<file path="src/rtl/program_loader.sv">
// Program loader: streams host words into program memory, optionally
// re-reads them for an XOR checksum, then loads the PC and releases fetch.
module program_loader #(
    parameter int INST_W = 67,
    parameter int ADDR_W = 5,
    parameter int DEPTH  = 32,
    parameter int VERIFY = 1
) (
    input  logic              clk,
    input  logic              rst_n,
    input  logic              load_start,
    input  logic [ADDR_W-1:0] load_base,
    input  logic [ADDR_W:0]   load_count,
    input  logic              in_valid,
    input  logic [INST_W-1:0] in_inst,
    output logic              in_ready,
    output logic              pm_wr,
    output logic              pm_rd,
    output logic [ADDR_W-1:0] pm_address,
    output logic [INST_W-1:0] pm_inst_out,
    output logic              pm_inst_oe,
    input  logic [INST_W-1:0] pm_inst_in,
    output logic              fetch_hold,
    output logic              pc_load_wr,
    output logic [ADDR_W-1:0] pc_load_addr,
    output logic              busy,
    output logic              done,
    output logic              error
);

    typedef enum logic [1:0] {
        S_IDLE,
        S_WRITE,
        S_VERIFY,
        S_RELEASE
    } state_t;

    localparam logic [ADDR_W:0] L_DEPTH = DEPTH[ADDR_W:0];

    state_t              r_state;
    logic [ADDR_W-1:0]   r_base;
    logic [ADDR_W:0]     r_cnt;
    logic [ADDR_W:0]     r_acc;
    logic [ADDR_W:0]     r_rdi;
    logic [INST_W-1:0]   r_wsum;
    logic [INST_W-1:0]   r_rsum;
    logic [INST_W-1:0]   r_data;
    logic [ADDR_W-1:0]   r_addr;
    logic                r_wr;
    logic                r_rd;
    logic                r_rd_d;
    logic                r_hold;
    logic                r_pcwr;
    logic                r_done;
    logic                r_err;

    logic                w_accept;
    logic                w_cnt_ok;
    logic                w_wr_last;
    logic                w_mis;
    logic [INST_W-1:0]   w_rsum_fin;

    assign in_ready   = (r_state == S_WRITE) && (r_acc < r_cnt);
    assign w_accept   = in_valid && in_ready;
    assign w_cnt_ok   = (load_count != '0) && (load_count <= L_DEPTH);
    assign w_wr_last  = r_wr && (r_acc == r_cnt);

    // The last read word arrives during RELEASE, so fold it in here.
    assign w_rsum_fin = r_rd_d ? (r_rsum ^ pm_inst_in) : r_rsum;
    assign w_mis      = (VERIFY != 0) && (r_state == S_RELEASE)
                        && (w_rsum_fin != r_wsum);

    assign pm_wr        = r_wr;
    assign pm_inst_oe   = r_wr;
    assign pm_rd        = r_rd;
    assign pm_address   = r_addr;
    assign pm_inst_out  = r_data;
    assign fetch_hold   = r_hold;
    assign pc_load_wr   = r_pcwr;
    assign pc_load_addr = r_base;
    assign busy         = (r_state != S_IDLE);
    assign done         = r_done;
    assign error        = r_err | w_mis;

    always_ff @(posedge clk or negedge rst_n) begin
        if (!rst_n) begin
            r_state <= S_IDLE;
            r_base  <= '0;
            r_cnt   <= '0;
            r_acc   <= '0;
            r_rdi   <= '0;
            r_wsum  <= '0;
            r_rsum  <= '0;
            r_data  <= '0;
            r_addr  <= '0;
            r_wr    <= 1'b0;
            r_rd    <= 1'b0;
            r_rd_d  <= 1'b0;
            r_hold  <= 1'b0;
            r_pcwr  <= 1'b0;
            r_done  <= 1'b0;
            r_err   <= 1'b0;
        end else begin
            r_wr   <= 1'b0;
            r_rd   <= 1'b0;
            r_pcwr <= 1'b0;
            r_done <= 1'b0;
            r_rd_d <= r_rd;
            case (r_state)
                S_IDLE: begin
                    if (load_start) begin
                        if (w_cnt_ok) begin
                            r_base  <= load_base;
                            r_cnt   <= load_count;
                            r_acc   <= '0;
                            r_rdi   <= '0;
                            r_wsum  <= '0;
                            r_rsum  <= '0;
                            r_err   <= 1'b0;
                            r_hold  <= 1'b1;
                            r_state <= S_WRITE;
                        end else begin
                            r_err <= 1'b1;
                        end
                    end
                end
                S_WRITE: begin
                    if (w_accept) begin
                        r_wr   <= 1'b1;
                        r_addr <= r_base + r_acc[ADDR_W-1:0];
                        r_data <= in_inst;
                        r_wsum <= r_wsum ^ in_inst;
                        r_acc  <= r_acc + 1'b1;
                    end
                    if (w_wr_last) begin
                        if (VERIFY != 0) begin
                            r_rd    <= 1'b1;
                            r_addr  <= r_base;
                            r_rdi   <= {{ADDR_W{1'b0}}, 1'b1};
                            r_state <= S_VERIFY;
                        end else begin
                            r_pcwr  <= 1'b1;
                            r_done  <= 1'b1;
                            r_state <= S_RELEASE;
                        end
                    end
                end
                S_VERIFY: begin
                    if (r_rd_d) begin
                        r_rsum <= r_rsum ^ pm_inst_in;
                    end
                    if (r_rdi < r_cnt) begin
                        r_rd   <= 1'b1;
                        r_addr <= r_base + r_rdi[ADDR_W-1:0];
                        r_rdi  <= r_rdi + 1'b1;
                    end else begin
                        r_pcwr  <= 1'b1;
                        r_done  <= 1'b1;
                        r_state <= S_RELEASE;
                    end
                end
                S_RELEASE: begin
                    r_rsum  <= w_rsum_fin;
                    r_hold  <= 1'b0;
                    r_state <= S_IDLE;
                    if (w_mis) begin
                        r_err <= 1'b1;
                    end
                end
                default: begin
                    r_state <= S_IDLE;
                end
            endcase
        end
    end

endmodule
</file>
<file path="config.mk">
export PLATFORM = sky130hd
export DESIGN_NAME = program_loader
export DESIGN_NICKNAME = d
export VERILOG_FILES = /design/src/rtl/program_loader.sv
export SDC_FILE = /design/constraint.sdc
export NUM_CORES = 1
export LEC_CHECK = 0
export ABC_CLOCK_PERIOD_IN_PS = 2510
export CAP_MARGIN = 20
export CELL_PAD_IN_SITES_DETAIL_PLACEMENT = 1
export CELL_PAD_IN_SITES_GLOBAL_PLACEMENT = 2
export CORE_MARGIN = 10
export CORE_UTILIZATION = 37
export CTS_BUF_LIST = sky130_fd_sc_hd__clkbuf_8
export DETAILED_ROUTE_END_ITERATION = 16
export DONT_BUFFER_PORTS = 1
export PLACE_DENSITY_LB_ADDON = 0.1
export SLEW_MARGIN = 20
export SYNTH_ARGS = -nofsm -noshare
export SYNTH_HDL_FRONTEND = slang
export SYNTH_SLANG_ARGS = --single-unit
</file>
<file path="constraint.sdc">
create_clock -name clk -period 2.51 [get_ports clk]
set_clock_uncertainty 0.15 [all_clocks]
set_input_delay 0.251 -clock clk [delete_from_list [all_inputs] [get_ports clk]]
set_output_delay 0.251 -clock clk [all_outputs]
set_load 0.02 [all_outputs]
</file>
# --- After elaboration in Yosys (flattened, before gate mapping) ---
# Index checks and enable logic that the tools add are counted.
totals:
  reg_bits: 237
  input_bits: 149
  output_inout_bits: 86
  word_cells: 97
op_classes:
  add_sub_neg: 4
  order_cmp: 3
  n_eq_ne: 13
  mux: 36
  n_bitwise: 3
  reduce_logical: 23
ops:
  columns: ["operator", "n"]
  rows:
  - ["$mux 67", 4]
  - ["$pmux 67 s2", 2]
  - ["$xor 67x67->67", 2]
  - ["$ne 67x67->1", 1]
  - ["$mux 6", 5]
  - ["$pmux 6 s3", 1]
  - ["$mux 5", 3]
  - ["$reduce_and 3->1", 5]
  - ["$ne 2x2->1 const B", 7]
  - ["$add 6x1->6 const B", 2]
  - ["$lt 6x6->1", 2]
  - ["$pmux 6 s2", 1]
  - ["$mux 1", 11]
  - ["$add 5x5->5", 2]
  - ["$pmux 5 s2", 1]
  - ["$reduce_bool 2->1", 5]
  - ["$mux 2", 4]
  - ["$pmux 2 s4", 1]
  - ["$reduce_and 4->1", 2]
  - ["$eq 6x6->1", 1]
  - ["$le 6x6->1 const B", 1]
  - ["$pmux 1 s2", 3]
  - ["$reduce_bool 6->1", 1]
  - ["$logic_and 1x1->1", 5]
  - ["other kinds (9)", 10]

# --- Depth between registers and ports, before layout ---
# Gate-level depths: netlist of run 1.
logic_depth:
  word_depth: 6
  mapped_depth: 12
  mapped_depth_nobuf: 10

# --- Worst setup path after synthesis of run 1 ---
# Ideal clock, no wire load.
synth_path:
  path_type: "reg2reg"
  start: "register r_acc[1]"
  end: "register r_data[58], in the netlist pm_inst_out[58]"
  setup_time_ns: 0.125
  arrival_time_ns: 2.330
  required_time_ns: 2.235
  slack_ns: -0.095
  stages_incl_launch_ff: 9
  n_path_buf: 2
  period_less_slack_ns: 2.605
  path_cell_list: "dfrtp_1 ha_1 nor2b_1 o21ai_0 a21oi_1 nand3b_1 clkbuf_1 buf_1 mux2_2"
synth_between:
  elab_chain_cells: 4
synth_rtl:
  columns: ["item", "line", "rtl"]
  rows:
  - ["from (decl)", "43", "logic [ADDR_W:0] r_acc;"]
  - ["from (signal assigned)", "133", "r_acc <= r_acc + 1'b1;"]
  - ["$lt 6x6->1", "63", "assign in_ready = (r_state == S_WRITE) && (r_acc < r_cnt);"]
  - ["$logic_and 1x1->1", "63", null]
  - ["$logic_and 1x1->1", "64", "assign w_accept = in_valid && in_ready;"]
  - ["$reduce_and 2->1 (no source line)", null, null]
  - ["to (signal assigned)", "131", "r_data <= in_inst;"]
  - ["to (decl)", "47", "logic [INST_W-1:0] r_data;"]
# Every way passes these cells.
# A chain may end at the register's enable or synchronous reset.

# --- Worst setup path after layout of run 1 ---
layout_path:
  start: "register r_rd_d"
  end: "output error"
layout_between:
  elab_chain_cells: 4
layout_rtl:
  columns: ["item", "line", "rtl"]
  rows:
  - ["from (decl)", "51", "logic r_rd_d;"]
  - ["from (signal assigned)", "108", "r_rd_d <= r_rd;"]
  - ["$mux 67", null, null]
  - ["$ne 67x67->1", "71", "&& (w_rsum_fin != r_wsum);"]
  - ["$logic_and 1x1->1", "71", null]
  - ["$or 1x1->1", "83", "assign error = r_err | w_mis;"]
  - ["to (decl)", "28", "output logic error"]
# Every way passes these cells.

==> flow_summary.json, run 1 <==
{
  "hold_ws_ns": -0.835,
  "crit_type": "register to output pin",
  "grt_max_degree": 238,
  "outcome": "complete, but fails checks",
  "drv_slew": 0,
  "reg2reg_depth": 11,
  "cts_tree": "done",
  "drv_cap": 0,
  "ys_seq_elements": 237,
  "worstPathRequired_ns": 2.11,
  "wl_um": 52900,
  "path_clk_slew_ns": 0.06,
  "drtAntennaViolNets": 0,
  "placed_area_um2": 15600,
  "drive_gt1_share_pct": 18.0,
  "busiest_layer": "met2",
  "num-nets-final": 1904,
  "vdd_drop_max_uv": 603,
  "seq_area_frac_synth_pct": 41.0,
  "cts_buffers": 48,
  "max_freq_mhz": 311,
  "synth_warnings": 0,
  "diodes": 0,
  "min_period_over_period_pct": 128,
  "initial_core_util_pct": 37.5,
  "yosys.area.top_type_share_pct": 41.0,
  "rsz0062_at_grt": "yes",
  "setup_ws_ns": -0.704,
  "vias_per_cell": 5.58,
  "critPathBufInv": 5,
  "grt_pass1_vias": 13418,
  "critPathCaptureType": "output pin",
  "synth.area.top_cells": "dfrtp_1 (41%), mux2_2 (6.5%), nand2b_1 (6.0%), xnor2_1 (5.9%), o21ai_0 (4.5%)",
  "die_area_um2": 47400,
  "max_stage_delay_ns": 0.56,
  "grt_use_met3_pct": 4.52,
  "syn_avg_cell_area_um2": 9.61,
  "setup_tns_ns": -0.704,
  "grt_util_met1_pct": 27.7,
  "routedWlPerCell_um": 23.2,
  "ys_types": 56,
  "place.gp.congestion": 0.771,
  "grt_antenna_before_repair": 0,
  "firstDrtPassIters": 5,
  "syn-cell-area_um2": 14500,
  "timing.final.crit_period_ns": 3.21,
  "finalSetupViolations": 1,
  "p_leak_nw": 7.61,
  "slowest_stage": "dfrtp_4",
  "hold_viol": 237,
  "synth.most_common_cell": "dfrtp_1",
  "stdcell_area_um2": 18500,
  "gr-total-overflow": 0,
  "crit_family": "buffers and inverters",
  "drt_iter0_drc": 591,
  "h-tree-depth": 2,
  "die_height_um": 218,
  "path_depth": 11,
  "start_kind": "register",
  "die_w_um": 218,
  "cts_sinks": 237,
  "portBuffers": 0,
  "core_um2": 38600,
  "slew-limit-headroom_pct": 33.5,
  "worstMarginPinSlew_ns": 0.998,
  "syn_to_final_growth_pct": 28.1,
  "fp-row-count": 72,
  "violations": "hold timing, setup timing",
  "synth_ff_type": "dfrtp_1",
  "cp_max_fo": 9,
  "cts_hold_buf": 147,
  "grtUsageMet2_pct": 36.3,
  "syn_nets": 1683,
  "insertion_delay_ns": 0.63,
  "yosys-top-cells-count": "dfrtp_1 (237), nand2b_1 (138), o21ai_0 (129), nand2_1 (105), xnor2_1 (98)",
  "hold_path.class": "primary input to asynchronous set/reset pin",
  "synthArstFlopShare_pct": 100,
  "path_cells": "buf_12, buf_8, o21ai_2, nand3_1, o211ai_1, buf_4, nand4_1, nor4_2, buf_4, a31oi_4, buf_6",
  "num_vias": 12744,
  "grt_usage_pct": 21.6,
  "synth_edf_count": 0,
  "synthCells": 1506,
  "yosys.area.top_type": "dfrtp_1",
  "ios": 235,
  "clockBufferDepth": 3,
  "crit_path_frequent_cell": "buf_4",
  "dp_hpwl_um": 34200,
  "grt_pass1_wl_um": 80600,
  "clock-root-buffer": "clkbuf_8",
  "drc": 0,
  "power.density_nw_per_um2": 1370,
  "arrival_ns": 2.81
}
## state kept, by name, summed over array words and instances, names as in the netlist, 2 cells and up
signal	flops
r_rdi	6
pm_address	5
r_rsum	67
pm_inst_out	67
r_wsum	67
pc_load_addr	5
r_state	2
r_acc	6
r_cnt	6
## final timing paths
path | slack [ns] | startpoint | to
setup / recovery | -0.70 | r_rd_d$_DFF_PN0_ | error
hold / removal | -0.84 | rst_n | r_cnt[0]$_DFFE_PN0P_
setup reg to reg | 0.03 | r_cnt[1]$_DFFE_PN0P_ | r_wsum[21]$_DFFE_PN0P_
hold reg to reg | 0.33 | r_rsum[29]$_DFFE_PN0P_ | r_rsum[29]$_DFFE_PN0P_
max in group asynchronous | 2.71 | rst_n | r_wsum[64]$_DFFE_PN0P_
min in group clk | 0.04 | load_start | r_rdi[2]$_DFFE_PN0P_
## area by class of cell
cell class	instances	area, µm²
Clock buffer	68	936
Clock inverter	19	116
Fill cell	4248	20100
Inverter	24	90.1
Multi-Input combinational cell	1155	8150
Sequential cell	237	5930
Tap cell	518	648
Timing Repair Buffer	261	2670
## placed cells by master, fill, tap and decap left out, drive strengths merged, types with 12 or more instances in the layout
master	instances
o21ai	223
xnor2	98
dlygate4sd3	147
a211oi	48
a22o	71
inv	31
nand3	39
nand2b	138
nand3b	31
nand4b	32
o211ai	27
buf	112
dfrtp	237
nor2b	33
nand2	105
clkbuf	70
a21oi	60
nor2	12
o32a	23
mux2	84
ha	26
nor3	23
## cells by family after synthesis
group / count (synthesis) / synth area share [%]
buf+inv: 115 / 3.90
fa+ha+maj: 28 / 2.52
simple gates: 444 / 17.5
compound gates: 485 / 21.5
xor+xnor: 108 / 6.72
flops: 237 / 41.0
mux: 89 / 6.88
## metal layers
metal / vias up / part of all wire, %
li1: 5951 / -
met1: 6508 / 44
met2: 222 / 49
met3: 63 / 4.9
met4: 0 / 1.7
met5: - / 0
## power breakdown
part | leakage [nW] | internal, mW | switching [mW]
Clock | 0.576 | 2.50 | 1.88
Combinational | 3.99 | 6.15 | 6.73
Sequential | 3.05 | 5.55 | 2.63
## per-stage QoR
step	hold slack (ns)	utilization (%)	cells	power, mW	setup slack [ns]
5_1_grt	-0.865	48.0	2282	27.3	-0.857
6_report	-0.835	48.0	2282	25.4	-0.704
2_1_floorplan	-0.195	-	1506	16.0	0.0221
3_5_place_dp	-0.185	40.4	2026	20.1	-0.429
3_3_place_gp	-0.186	40.4	2026	19.7	-0.308
4_1_cts	-0.878	47.4	2270	25.3	-0.794
## what timing repair did
action,CTS,global route
gates resized for setup,26,27
endpoints found under the setup margin,133,140
cloned,3,4
pin swaps,10,13
endpoints found under the hold margin,453,237
setup buffers,7,10
(Power assumes the default switching activity.)
==> run 2: changes to the inputs <==
PLACE_DENSITY = 0.82   (was unset)
PLACE_DENSITY_LB_ADDON = unset   (was 0.1)
==> run 2 against run 1 <==
  * The flow still finishes with violations (hold timing, setup timing)
  * Worst setup slack worse by 0.11 ns
  * Core utilization is 1.8 points higher
  * Combinational power is 16% higher
  * Wire length is 10% higher
  * Sequential share of layout area is 1.1 points lower
  * Worst hold slack better by 0.015 ns
  * Clock-buffer cell count is 10 lower
  * Fmax is 3.4% lower
  * Critical path type unchanged
==> flow_summary.json, run 2 (synthesized netlist as in run 1, its figures left out) <==
{
  "start_kind": "register",
  "critPathBufInv": 5,
  "vdd_drop_max_uv": 742,
  "hold_path.class": "primary input to asynchronous set/reset pin",
  "die_height_um": 218,
  "die_w_um": 218,
  "slew-limit-headroom_pct": 37.7,
  "instances_no_fill": 2282,
  "fillers": 4164,
  "clock-root-buffer": "clkbuf_8",
  "fin_util_pct": 49.8,
  "drc": 0,
  "wl_um": 58400,
  "multi_input_area_um2": 8450,
  "num-nets-final": 1908,
  "outcome": "complete, but fails checks",
  "grt_use_met3_pct": 5.26,
  "crit_path_frequent_cell": "buf_4",
  "clockBufferDepth": 3,
  "final_common_cell": "dfrtp_1",
  "grt_util_met1_pct": 27.6,
  "max_stage_delay_ns": 0.55,
  "setup_ws_ns": -0.816,
  "arrival_ns": 2.92,
  "cp_max_fo": 11,
  "setup_tns_ns": -8.10,
  "place.gp.congestion": 0.787,
  "crit_family": "buffers and inverters",
  "rsz0062_at_grt": "yes",
  "regArea_um2": 5930,
  "fp-row-count": 72,
  "routedWlPerCell_um": 25.6,
  "grt_antenna_before_repair": 1,
  "max_freq_mhz": 301,
  "grtUsageMet2_pct": 39.4,
  "grt_max_degree": 238,
  "place_ws_ns": -0.310,
  "vias_per_cell": 5.86,
  "grt_pass1_vias": 14147,
  "placedCellCount": 2006,
  "num_vias": 13362,
  "hold_viol": 237,
  "dp_hpwl_um": 34500,
  "hold_ws_ns": -0.820,
  "drv_slew": 0,
  "worstPathRequired_ns": 2.11,
  "syn_to_final_growth_pct": 32.8,
  "cts_buffers": 46,
  "slowest_stage": "dfrtp_4",
  "cts_tree": "done",
  "crit_type": "register to output pin",
  "drv_cap": 0,
  "portBuffers": 0,
  "initial_core_util_pct": 37.5,
  "p_leak_nw": 7.93,
  "path_clk_slew_ns": 0.05,
  "critPathCaptureType": "output pin",
  "mostFrequentLayoutCells": "dfrtp_1 (236), dlygate4sd3_1 (148), nand2b_1 (138)",
  "drive_gt1_share_pct": 21.0,
  "firstDrtPassIters": 5,
  "stdcell_area_um2": 19200,
  "h-tree-depth": 2,
  "cts_sinks": 237,
  "grt_usage_pct": 22.7,
  "finalSetupViolations": 109,
  "violations": "hold timing, setup timing",
  "gr-total-overflow": 0,
  "worstMarginPinSlew_ns": 0.934,
  "placed_area_um2": 15500,
  "path_cells": "buf_6, buf_12, buf_8, o21ai_2, nand3_1, o211ai_1, nand4_1, nor4_4, buf_4, a31oi_1, buf_4",
  "insertion_delay_ns": 0.65,
  "core_um2": 38600,
  "drtAntennaViolNets": 0,
  "timing.final.crit_period_ns": 3.33,
  "min_period_over_period_pct": 132,
  "ios": 235,
  "fin_total_pwr_mw": 27.2,
  "die_area_um2": 47400,
  "drt_iter0_drc": 934,
  "grt_pass1_wl_um": 84600,
  "power.density_nw_per_um2": 1420,
  "busiest_layer": "met2"
}
run 2: cell types whose count changed in the layout (fill, tap and decap cells not counted), sizes merged:
cell         delta
inv            +11
bufinv          -1
clkinvlp        -2
clkinv          -5
clkbuf          -4
diode           +1
dlygate4sd3     +1
buf             -1
run 2: where the power goes:
group / switching [mW] / internal [mW] / total, mW / leakage (nW)
registers: 2.72 / 5.55 / 8.27 / 3.05
clock network: 1.86 / 2.07 / 3.92 / 0.527
logic: 7.67 / 7.37 / 15.0 / 4.35
total: 12.3 / 15.0 / 27.2 / 7.93
run 2: cell type report:
cell class	count	share of cell area, %
Antenna cell	1	0.0130
Clock buffer	58	4.15
Clock inverter	22	0.508
Inverter	24	0.469
Multi-Input combinational cell	1155	44.0
Sequential cell	237	30.9
Tap cell	518	3.37
Timing Repair Buffer	267	16.7
run 2: final timing paths:
path	cells past startpoint	to	slack [ns]	startpoint
max	11	error	-0.82	r_rd_d$_DFF_PN0_
min	0	pm_inst_out[63]$_DFFE_PN0P_	-0.82	rst_n
max reg2reg	11	r_wsum[25]$_DFFE_PN0P_	-0.18	r_cnt[4]$_DFFE_PN0P_
min reg2reg	1	r_rsum[40]$_DFFE_PN0P_	0.34	r_rsum[40]$_DFFE_PN0P_
max in group asynchronous	0	pm_inst_out[28]$_DFFE_PN0P_	2.57	rst_n
min in group clk	6	r_err$_DFFE_PN0P_	0.08	pm_inst_in[13]
run 2: metal layers:
layer,share of wire [%],vias up
li1,-,5976
met5,0,-
met1,42,7005
met3,5.3,71
met4,2.1,0
met2,51,310
run 2: what timing repair did:
action / 4_1_cts / 5_1_grt
gates cloned: 13 / 11
setup endpoints to repair: 89 / 150
hold buffers: 147 / 1
resized for setup: 86 / 104
setup buffers: 16 / 15
hold endpoints to repair: 452 / 238
pin swaps: 65 / 86
==> run 3: changes to the inputs <==
ABC_CLOCK_PERIOD_IN_PS = 3100   (was 2510)
CORE_UTILIZATION = 41   (was 37)
PLACE_DENSITY = 0.86   (was 0.82)
TNS_END_PERCENT = 20   (was unset)
clock period = 3.1 ns   (was 2.51 ns; I/O delays follow)
==> run 3 against run 2 <==
  * The flow still finishes with violations (hold timing, setup timing)
  * Worst setup slack gained 0.53 ns
  * Cell count shrank 6.6%
  * Sequential share of layout area grew 2.8 points
  * Sequential power shrank 19%
  * Register-to-register slack gained 0.34 ns
  * Clock power shrank 22%
==> flow_summary.json, run 3 (synthesized netlist as in run 1, its figures left out) <==
{
  "outcome": "complete, but fails checks",
  "violations": "hold timing, setup timing",
  "worstMarginPinSlew_ns": 1.01,
  "vias_per_cell": 6.00,
  "worstPathRequired_ns": 2.64,
  "die_area_um2": 43200,
  "min_period_over_period_pct": 109,
  "clockBufferDepth": 3,
  "die_height_um": 208,
  "critPathCaptureType": "output pin",
  "grt_pass1_wl_um": 81800,
  "ios": 235,
  "setup_ws_ns": -0.281,
  "pwr-share-clk_pct": 15.9,
  "hold_viol": 237,
  "num-nets-final": 1828,
  "grt_antenna_before_repair": 2,
  "stdcell_area_um2": 17600,
  "place.gp.congestion": 0.808,
  "cts_buffers": 46,
  "grt_usage_pct": 23.6,
  "p_comb_share_pct": 49.3,
  "vdd_drop_max_uv": 547,
  "drc": 0,
  "switching_share_pct": 45.7,
  "crit_path_frequent_cell": "buf_4",
  "gr-total-overflow": 0,
  "placedCellCount": 1897,
  "arrival_ns": 2.92,
  "drive_gt1_share_pct": 12.5,
  "hold_ws_ns": -0.756,
  "hold_path.class": "primary input to asynchronous set/reset pin",
  "h-tree-depth": 2,
  "start_kind": "register",
  "routedWlPerCell_um": 24.8,
  "path_cells": "buf_12, buf_16, o21ai_0, nand3_1, o211ai_1, nand4_1, nor4_2, buf_4, a31oi_1, buf_4",
  "regArea_um2": 5930,
  "grt_pass1_vias": 13778,
  "slowest_stage": "dfrtp_4",
  "power.density_nw_per_um2": 1090,
  "power_frac_seq_pct": 34.8,
  "path_clk_slew_ns": 0.06,
  "insertion_delay_ns": 0.61,
  "firstDrtPassIters": 5,
  "crit_type": "register to output pin",
  "rsz0062_at_grt": "yes",
  "slew-limit-headroom_pct": 32.7,
  "crit_family": "buffers and inverters",
  "fp-row-count": 68,
  "dp_hpwl_um": 32100,
  "place_ws_ns": 0.273,
  "num_vias": 12786,
  "max_stage_delay_ns": 0.60,
  "wl_um": 52800,
  "cts_hold_buf": 146,
  "instances_no_fill": 2132,
  "p_leak_nw": 7.14,
  "drtAntennaViolNets": 0,
  "drv_slew": 0,
  "internal_power_mw": 10.4,
  "drv_cap": 0,
  "cts_tree": "done",
  "cts_sinks": 237,
  "grt_max_degree": 238,
  "initial_core_util_pct": 41.7,
  "portBuffers": 0,
  "fin_total_pwr_mw": 19.2,
  "drt_iter0_drc": 707,
  "timing.final.crit_period_ns": 3.38,
  "mostFrequentLayoutCells": "dfrtp_1 (236), dlygate4sd3_1 (146), nand2b_1 (138)",
  "clock-root-buffer": "clkbuf_8",
  "finalSetupViolations": 1,
  "netSwitchingPower_mw": 8.76,
  "critPathBufInv": 4,
  "max_freq_mhz": 296,
  "core_um2": 34700,
  "die_w_um": 208,
  "multi_input_area_um2": 8060,
  "placed_area_um2": 14900,
  "syn_to_final_growth_pct": 21.6,
  "fillers": 3826,
  "cp_max_fo": 7,
  "final_common_cell": "dfrtp_1"
}
-- run 3: changes by cell type in the layout (fill, tap and decap cells not counted), moves of 3 or more --
cell / change
o21ai_2: -60
o21ai_1: +38
buf_4: -32
o21ai_0: +27
buf_12: -24
clkbuf_16: -8
buf_6: -6
buf_8: -6
buf_16: -5
o21ai_4: -5
bufbuf_16: +4
clkinv_2: -3
-- run 3: through the flow --
| stage | utilization (%) | TNS (ns) |
|---|---|---|
| floorplan | - | 0 |
| global placement | 43.0 | 0 |
| detailed placement | 43.0 | 0 |
| CTS | 50.7 | -0.287 |
| global route | 50.7 | -0.379 |
| finish | 50.7 | -0.281 |
-- run 3: final timing paths --
check | startpoint | to | slack, ns | cells past startpoint
worst max-delay path | r_rd_d$_DFF_PN0_ | error | -0.28 | 10
worst min-delay path | rst_n | r_cnt[0]$_DFFE_PN0P_ | -0.76 | 0
worst max register to register | r_state[1]$_DFFE_PN0P_ | pm_address[0]$_DFFE_PN0P_ | 0.16 | 8
worst min register to register | r_rsum[0]$_DFFE_PN0P_ | r_rsum[0]$_DFFE_PN0P_ | 0.33 | 1
max in group asynchronous | rst_n | pm_inst_out[30]$_DFFE_PN0P_ | 2.71 | 0
min in group clk | load_count[5] | fetch_hold$_DFFE_PN0P_ | 0.09 | 4
-- run 3: metal layers --
metal	track usage, %	wire (µm)
met4	8.69	1540
met1	28.9	22000
met3	5.36	3420
met2	39.7	25800
met5	0	0
-- run 3: cell type report --
class                   instances  share of cell area, %
well taps                     455                   3.23
inverters                      24                  0.512
clock inverters                15                  0.377
multi-input cells            1154                   45.8
diodes                          2                 0.0284
flip-flops and latches        237                   33.7
repair buffers                188                   11.9
clock buffers                  57                   4.46
-- run 3: power by group through the flow --
stage	sequential [mW]	clock [mW]	combinational, mW
6_report	6.67	3.05	9.46
5_1_grt	6.86	3.28	10.4
4_1_cts	6.64	3.13	9.38
3_5_place_dp	6.66	0	8.81
3_3_place_gp	6.56	0	8.37
2_1_floorplan	6.15	0	6.84
-- run 3: timing repair --
item | in CTS | in global routing
endpoints found under the setup margin | 1 | 2
pin swaps | 13 | 1
resized for setup | 16 | 2
gates cloned | 7 | 0
buffers inserted | 8 | 0
hold endpoints to repair | 452 | 237
